## config.mk

```make
export PLATFORM = sky130hd
export DESIGN_NAME = au_issue_seq
export DESIGN_NICKNAME = d
export VERILOG_FILES = /design/src/rtl/au_pkg.sv /design/src/rtl/au_lat_counter.sv /design/src/rtl/au_issue_seq.sv
export SDC_FILE = /design/constraint.sdc
export NUM_CORES = 1
export LEC_CHECK = 0
export CAP_MARGIN = 20
export CORE_MARGIN = 3
export CORE_UTILIZATION = 45
export CTS_CLUSTER_SIZE = 28
export DETAILED_ROUTE_END_ITERATION = 12
export PLACE_DENSITY_LB_ADDON = 0.05
export SLEW_MARGIN = 10
export SYNTH_ARGS = -nofsm -noshare
export SYNTH_HDL_FRONTEND = slang
export SYNTH_SLANG_ARGS = --single-unit
```

## constraint.sdc

```tcl
create_clock -name clk -period 13.7 [get_ports clk]
set_clock_uncertainty 0.2 [all_clocks]
set_input_delay 1.37 -clock clk [delete_from_list [all_inputs] [get_ports clk]]
set_output_delay 1.37 -clock clk [all_outputs]
set_load 0.01 [all_outputs]
```

## src/rtl/au_pkg.sv

```systemverilog
// au_pkg: shared types and default latencies for the arithmetic unit and
// its issue sequencer.
package au_pkg;

  typedef enum logic [1:0] {
    OP_ADD  = 2'b00,
    OP_SUB  = 2'b01,
    OP_MULT = 2'b10,
    OP_DIV  = 2'b11
  } aluop_e;

  typedef enum logic [1:0] {
    IDLE,
    START,
    RUN,
    RESP
  } seq_state_e;

  // AU cycles from restart release until the named result is valid
  localparam int AU_MULT_LAT   = 32;
  localparam int AU_DIV_LAT    = 32;
  localparam int AU_ADDSUB_LAT = 1;

  function automatic int max_lat(input int a, input int b, input int c);
    int m;
    m = (a > b) ? a : b;
    return (m > c) ? m : c;
  endfunction

endpackage

```

## src/rtl/au_lat_counter.sv

```systemverilog
// au_lat_counter: loadable down-counter that flags the final cycle of an
// AU operation (count == 1).
module au_lat_counter #(
  parameter int W = 6
) (
  input  logic         clk,
  input  logic         rst,
  input  logic         load,
  input  logic [W-1:0] value,
  input  logic         dec,
  output logic         last
);

  logic [W-1:0] count;

  // Load on accept, count down while the AU runs; never wraps below zero
  always_ff @(posedge clk or posedge rst) begin
    if (rst) begin
      count <= '0;
    end else if (load) begin
      count <= value;
    end else if (dec && (count != '0)) begin
      count <= count - 1'b1;
    end
  end

  assign last = (count == W'(1));

endmodule

```

## src/rtl/au_issue_seq.sv

```systemverilog
// au_issue_seq: issue-and-capture sequencer in front of the 32-bit AU.
// Accepts one op over req_*, pulses au_rst_n low for one cycle, holds the
// operands for the op latency, then registers the AU result on rsp_*.
// Optional feature macro: AU_SEQ_DIV0_EN (divide-by-zero shortcut that
// answers without restarting the AU and raises rsp_div0).
import au_pkg::*;

module au_issue_seq #(
  parameter int MULT_LAT   = AU_MULT_LAT,
  parameter int DIV_LAT    = AU_DIV_LAT,
  parameter int ADDSUB_LAT = AU_ADDSUB_LAT
) (
  input  logic        clk,
  input  logic        rst,
  input  logic        req_valid,
  output logic        req_ready,
  input  logic [31:0] req_a,
  input  logic [31:0] req_b,
  input  logic [1:0]  req_op,
  output logic [31:0] au_a,
  output logic [31:0] au_b,
  output logic [1:0]  au_op,
  output logic        au_rst_n,
  input  logic [31:0] au_s,
  input  logic [31:0] au_hi,
  input  logic [31:0] au_lo,
  output logic        rsp_valid,
  input  logic        rsp_ready,
  output logic [31:0] rsp_s,
  output logic [31:0] rsp_hi,
  output logic [31:0] rsp_lo,
  output logic [1:0]  rsp_op,
  output logic        rsp_zero,
  output logic        rsp_div0
);

  localparam int MAX_LAT = max_lat(MULT_LAT, DIV_LAT, ADDSUB_LAT);
  localparam int CNT_W   = (MAX_LAT < 1) ? 1 : $clog2(MAX_LAT + 1);

  // A zero latency would leave the counter with no final cycle to detect
  if (MULT_LAT < 1 || DIV_LAT < 1 || ADDSUB_LAT < 1) begin : g_lat_check
    $error("au_issue_seq: AU latencies must be at least 1");
  end

  function automatic logic [CNT_W-1:0] lat_of(input logic [1:0] op);
    logic [CNT_W-1:0] l;
    case (op)
      OP_MULT: l = CNT_W'(MULT_LAT);
      OP_DIV:  l = CNT_W'(DIV_LAT);
      default: l = CNT_W'(ADDSUB_LAT);
    endcase
    return l;
  endfunction

  function automatic logic all_zero(input logic [31:0] x, input logic [31:0] y);
    return (x | y) == 32'd0;
  endfunction

  seq_state_e state, state_nxt;
  logic       accept;
  logic       done;
  logic       cnt_last;
  logic       div0_fast;
  logic       div0_take;

  assign accept    = req_valid && (state == IDLE);
  assign req_ready = (state == IDLE);
  assign rsp_valid = (state == RESP);
  // AU is held in reset by the sequencer reset and restarted in START
  assign au_rst_n  = ~rst && (state != START);

`ifdef AU_SEQ_DIV0_EN
  assign div0_fast = (req_op == OP_DIV) && (req_b == 32'd0);
`else
  assign div0_fast = 1'b0;
`endif
  assign div0_take = accept && div0_fast;

  au_lat_counter #(
    .W(CNT_W)
  ) u_cnt (
    .clk   (clk),
    .rst   (rst),
    .load  (accept),
    .value (lat_of(req_op)),
    .dec   (state == RUN),
    .last  (cnt_last)
  );

  // State register
  always_ff @(posedge clk or posedge rst) begin
    if (rst) begin
      state <= IDLE;
    end else begin
      state <= state_nxt;
    end
  end

  // Next-state logic; done marks the edge that captures the AU result
  always_comb begin
    state_nxt = state;
    done      = 1'b0;
    case (state)
      IDLE:  if (req_valid) state_nxt = div0_fast ? RESP : START;
      START: state_nxt = RUN;
      RUN: begin
        if (cnt_last) begin
          state_nxt = RESP;
          done      = 1'b1;
        end
      end
      RESP:  if (rsp_ready) state_nxt = IDLE;
      default: state_nxt = IDLE;
    endcase
  end

  // Operand/op hold registers: change only on accept, stable through RUN
  always_ff @(posedge clk or posedge rst) begin
    if (rst) begin
      au_a  <= '0;
      au_b  <= '0;
      au_op <= '0;
    end else if (accept) begin
      au_a  <= req_a;
      au_b  <= req_b;
      au_op <= req_op;
    end
  end

  // Result registers: loaded on the final RUN edge or by the div-by-zero shortcut
  always_ff @(posedge clk or posedge rst) begin
    if (rst) begin
      rsp_s    <= '0;
      rsp_hi   <= '0;
      rsp_lo   <= '0;
      rsp_op   <= '0;
      rsp_zero <= 1'b0;
    end else if (done) begin
      rsp_op <= au_op;
      if (au_op == OP_MULT || au_op == OP_DIV) begin
        rsp_s    <= '0;
        rsp_hi   <= au_hi;
        rsp_lo   <= au_lo;
        rsp_zero <= all_zero(au_hi, au_lo);
      end else begin
        rsp_s    <= au_s;
        rsp_hi   <= '0;
        rsp_lo   <= '0;
        rsp_zero <= all_zero(au_s, 32'd0);
      end
    end else if (div0_take) begin
      rsp_op   <= req_op;
      rsp_s    <= '0;
      rsp_hi   <= req_a;
      rsp_lo   <= 32'hFFFF_FFFF;
      rsp_zero <= 1'b0;
    end
  end

`ifdef AU_SEQ_DIV0_EN
  // Divide-by-zero flag: set by the shortcut, cleared by any AU completion
  always_ff @(posedge clk or posedge rst) begin
    if (rst) begin
      rsp_div0 <= 1'b0;
    end else if (div0_take) begin
      rsp_div0 <= 1'b1;
    end else if (done) begin
      rsp_div0 <= 1'b0;
    end
  end
`else
  assign rsp_div0 = 1'b0;
`endif

endmodule

```

; Word level (Yosys, flattened, before mapping)
; Index checks and enable logic that the tools add are counted.
[totals]
input_bits = 166
wordCells = 49
out_inout_bits = 169
reg_bits = 173
[op_classes]
n_eq_ne = 12
reduce_logical = 11
bitwise = 2
mux = 13
add_sub_neg = 1
[op_table]
columns = cell, n
row1 = $mux 32, 3
row2 = $logic_not 32->1, 2
row3 = $or 32x32->32, 1
row4 = $mux 6, 3
row5 = $eq 2x2->1 const B, 6
row6 = $pmux 2 s4, 1
row7 = $eq 6x1->1 const B, 1
row8 = $mux 2, 3
row9 = $reduce_bool 6->1, 1
row10 = $sub 6x1->6 const B, 1
row11 = $ne 2x1->1 const B, 2
row12 = $ne 2x2->1 const B, 2
row13 = $logic_and 1x1->1, 3
row14 = $mux 1, 3
row15 = $reduce_and 3->1, 1
row16 = $eq 2x1->1 const B, 1
row17 = $logic_not 2->1, 1
row18 = $reduce_bool 2->1, 1
row19 = $reduce_or 2->1, 1
row20 = $logic_or 1x1->1, 1
row21 = $not 1->1, 1

; Longest topological paths before layout
[depth]
ltp_word = 4
ltp_mapped = 9
ltp_nobuf = 6

; By module
; A second synthesis with hierarchy kept.
[unflattened]
cells_unflattened = 673
hier_area_um2 = 7199.4
[by_module_without_submodules]
columns = module, seq_area_each_um2, area_each_um2, instances, cells_each
row1 = au_issue_seq, 4179.0, 6752.7, 1, 623
row2 = au_lat_counter, 150.1, 446.7, 1, 50

; Worst setup path after synthesis
; No wires, ideal clock.
[synth_timing]
path_kind = input-to-output
start = input rst
end = output au_rst_n
arrival_time_ns = 1.527
setup_slack_ns = 10.603
path_stages = 1
path_cell_list = nor2_1
[synth_via]
elab_chain_len = 2
[synth_rtl]
columns = element, line
row1 = "start, declared", au_issue_seq.sv:14  ; input logic rst,
row2 = $not 1->1, au_issue_seq.sv:70  ; assign au_rst_n = ~rst && (state != START);
row3 = $logic_and 1x1->1, au_issue_seq.sv:70
row4 = "end, declared", au_issue_seq.sv:23  ; output logic au_rst_n,
; No other way between the ends.

; Final worst setup path
; Ends and elaborated chain as after synthesis.

==> results.toml <==
[power_and_ir_drop]
p_total_mw = 1.13
p_leak_nw = 5.13
p_per_area_nw_per_um2 = 99.3
vdd_drop_max_uv = 80.5

[routing]
drt_iter0_drc = 316
routed_wl_um = 20700
vias_per_cell = 4.98
num_vias = 5983
remaining_drc_errors = 0
firstDrtPassIters = 5
ant_nets = 0
wl_per_cell_um = 17.2

[clocking]
cts_setup_buffers = 0
cts_tree = "built"
clockBufferDepth = 2
clkSlewWorstSetupHoldPaths_ns = 0.06
cts_resized = 0
cts_hold_buf = 0
clk_latency_ns = 0.42
cts_num_sinks = 173
root_buffer = "clkbuf_16"
htreeDepth = 4
cts_made_buffers = 17

[global_routing]
grt_antenna_before_repair = 1
grt_pass1_wl_um = 33100
overflow = 0
track_usage = 0.237
grt_max_degree = 108
grt_pass1_vias = 6244

[critical_path]
crit_required_ns = 12.13
cp-end-kind = "output pin"
path_cells = "clkdlybuf4s50_1 > nor2_1 > clkdlybuf4s50_1"
slowest_stage = "clkdlybuf4s50_1"
crit_path_frequent_cell = "clkdlybuf4s50_1"
critPathKind = "in2out"
worst_path_largest_cell_delay_ns = 0.55
startpoint_type = "input pin"
cp.arrival_ns = 2.53
critPathMaxFanout = 2

[synthesis]
ys_seq_area_frac = 0.600
synthCells = 660
synth_fp_nets = 834
synth_cell_types = 38
ys_seq_elements = 173
syn_area_um2 = 7210
yosysWarnings = 0
synth.avg_cell_area_um2 = 10.9

[placed_design]
dpl.hpwl_um = 15300
gp_congestion = 0.815
dp_slack_ns = 9.59
place_area_um2 = 10700
numPortBuffers = 333

[timing]
maxSlewHeadroom = 0.396
totalNegativeSetupSlack_ns = 0
worst_pin_slew_ns = 0.906
fin_ws_ns = 9.60
max_freq_mhz = 244
hold_viol_final = 0
setup_viol = 0
rsz0062_at_grt = "no"
finalCritPeriodShare = 0.299
slew_viol_final = 0
fin_crit_ns = 4.10

[die]
core_um2 = 15400
die_x_um = 133
rows = 45
initial_core_util = 0.468
die_h_um = 133
die_area_um2 = 17600
io_pins = 335

[final_layout]
finish.net_count = 1151
syn2layout_area_growth_pct = 57.4
fin_area_um2 = 11400
drive_gt1_frac = 0.112

[min_path]
hp-class = "reg2reg"

[run]
drv_cap = 0

[run_status]
outcome = "completed"
[path summary, 6_finish.rpt]
kind | slack, ns | endpoint | start | cells past startpoint
setup / recovery | 9.60 | au_rst_n | rst | 3
hold / removal | 0.28 | rsp_lo[5] | rsp_lo[5] | 2
setup reg to reg | 10.46 | rsp_zero | state[0] | 7
hold reg to reg | 0.28 | rsp_lo[5] | rsp_lo[5] | 2
max in group asynchronous | 10.81 | state[1] | rst | 4
min in group asynchronous | 1.32 | au_b[3] | rst | 2
[cell usage in the layout (no fill, tap or decap), types with 5 or more instances in the layout]
| cell | instances |
|---|---|
| nor4_1 | 21 |
| mux2i_1 | 5 |
| dfrtp_1 | 172 |
| nor2_1 | 7 |
| mux2_2 | 66 |
| clkbuf_16 | 17 |
| ha_1 | 8 |
| nand2_1 | 163 |
| o21ai_0 | 85 |
| bufinv_16 | 6 |
| inv_1 | 7 |
| o21ai_1 | 12 |
| nand2b_1 | 33 |
| clkdlybuf4s50_1 | 333 |
| nor3_1 | 5 |
[where the power goes]
group / switching (mW) / leakage, nW / total (mW) / internal [mW]
Clock: 0.201 / 0.329 / 0.549 / 0.348
Sequential: 0 / 1.89 / 0.511 / 0.511
Combinational: 0.0236 / 2.91 / 0.0682 / 0.0446
Total: 0.224 / 5.13 / 1.13 / 0.904
[area by class of cell]
cell class | count | area, um^2
diodes | 2 | 5.00
clock buffers | 18 | 439
clock inverters | 13 | 235
fillers | 1133 | 4070
inverters | 8 | 35.0
multi-input cells | 439 | 2660
flip-flops and latches | 173 | 4330
well taps | 211 | 264
repair buffers | 338 | 3390
[cell usage after synthesis]
master,number,share of area
nand3_1,2,0.0014
nor3_2,1,0.0014
mux2_2,66,0.10
mux2_1,1,0.0016
conb_1,1,0.00052
nand2_1,164,0.085
a21o_1,1,0.0010
o221ai_1,1,0.0012
nor3b_4,1,0.0026
clkbuf_1,25,0.013
o31ai_1,2,0.0021
nor2b_1,1,0.00087
nand4b_1,1,0.0012
o211ai_1,2,0.0021
xor2_1,2,0.0024
nor4_1,21,0.018
nand4_1,4,0.0035
or3_1,1,0.00087
mux2i_1,5,0.0069
buf_1,7,0.0036
o21ai_1,12,0.0083
inv_1,8,0.0042
buf_4,1,0.0010
nor2_1,7,0.0036
nor4b_1,1,0.0012
a21oi_1,4,0.0028
nand2b_1,33,0.029
and2_1,1,0.00087
buf_6,7,0.011
mux2_4,2,0.0042
nand3_2,1,0.0014
o21ai_0,85,0.059
or3b_1,1,0.0012
a31o_2,1,0.0012
nor3_1,5,0.0035
dfrtp_1,173,0.60
ha_1,8,0.014
xnor2_1,1,0.0012
[worst max-delay path, delay by kind of cell]
family	cells	cell delay [ns]
AND/OR/NAND/NOR	1	0.13
buffers and inverters	2	1.04
[flip-flops by register name, summed over array words and instances, names as in the netlist]
signal,cells
au_a,32
au_b,32
au_op,2
rsp_hi,32
rsp_lo,32
rsp_op,2
rsp_s,32
rsp_zero,1
state,2
u_cnt.count,6
[cell families (layout without fill, tap and decap cells)]
kind of cell	count (synthesis)	after routing	share of synthesized area
AOI/OAI and AO/OA	108	108	0.0777
and+or+nand+nor	245	245	0.156
muxes	74	74	0.116
other	1	3	0.000520
buffers and inverters	48	377	0.0328
adders and majority gates	8	8	0.0139
xor gates and xnor gates	3	3	0.00364
DFF	173	173	0.600
[metal layers]
layer | wire length [um] | vias to the layer above | part of all wire | GRT usage
met2 | 10900 | 200 | 0.53 | 0.417
met5 | 0 | - | 0 | 0
met3 | 1490 | 30 | 0.072 | 0.0738
met4 | 459 | 0 | 0.022 | 0.0762
met1 | 7830 | 2880 | 0.38 | 0.275
li1 | - | 2873 | - | -
[metrics by stage]
step | instances | util | hold slack, ns
global route | 1201 | 0.736 | 0.311
global placement | 1168 | 0.690 | 0.263
floorplan | 660 | - | 0.310
detailed placement | 1168 | 0.690 | 0.270
finish | 1202 | 0.736 | 0.281
CTS | 1199 | 0.734 | 0.286
(Power assumes the default switching activity.)
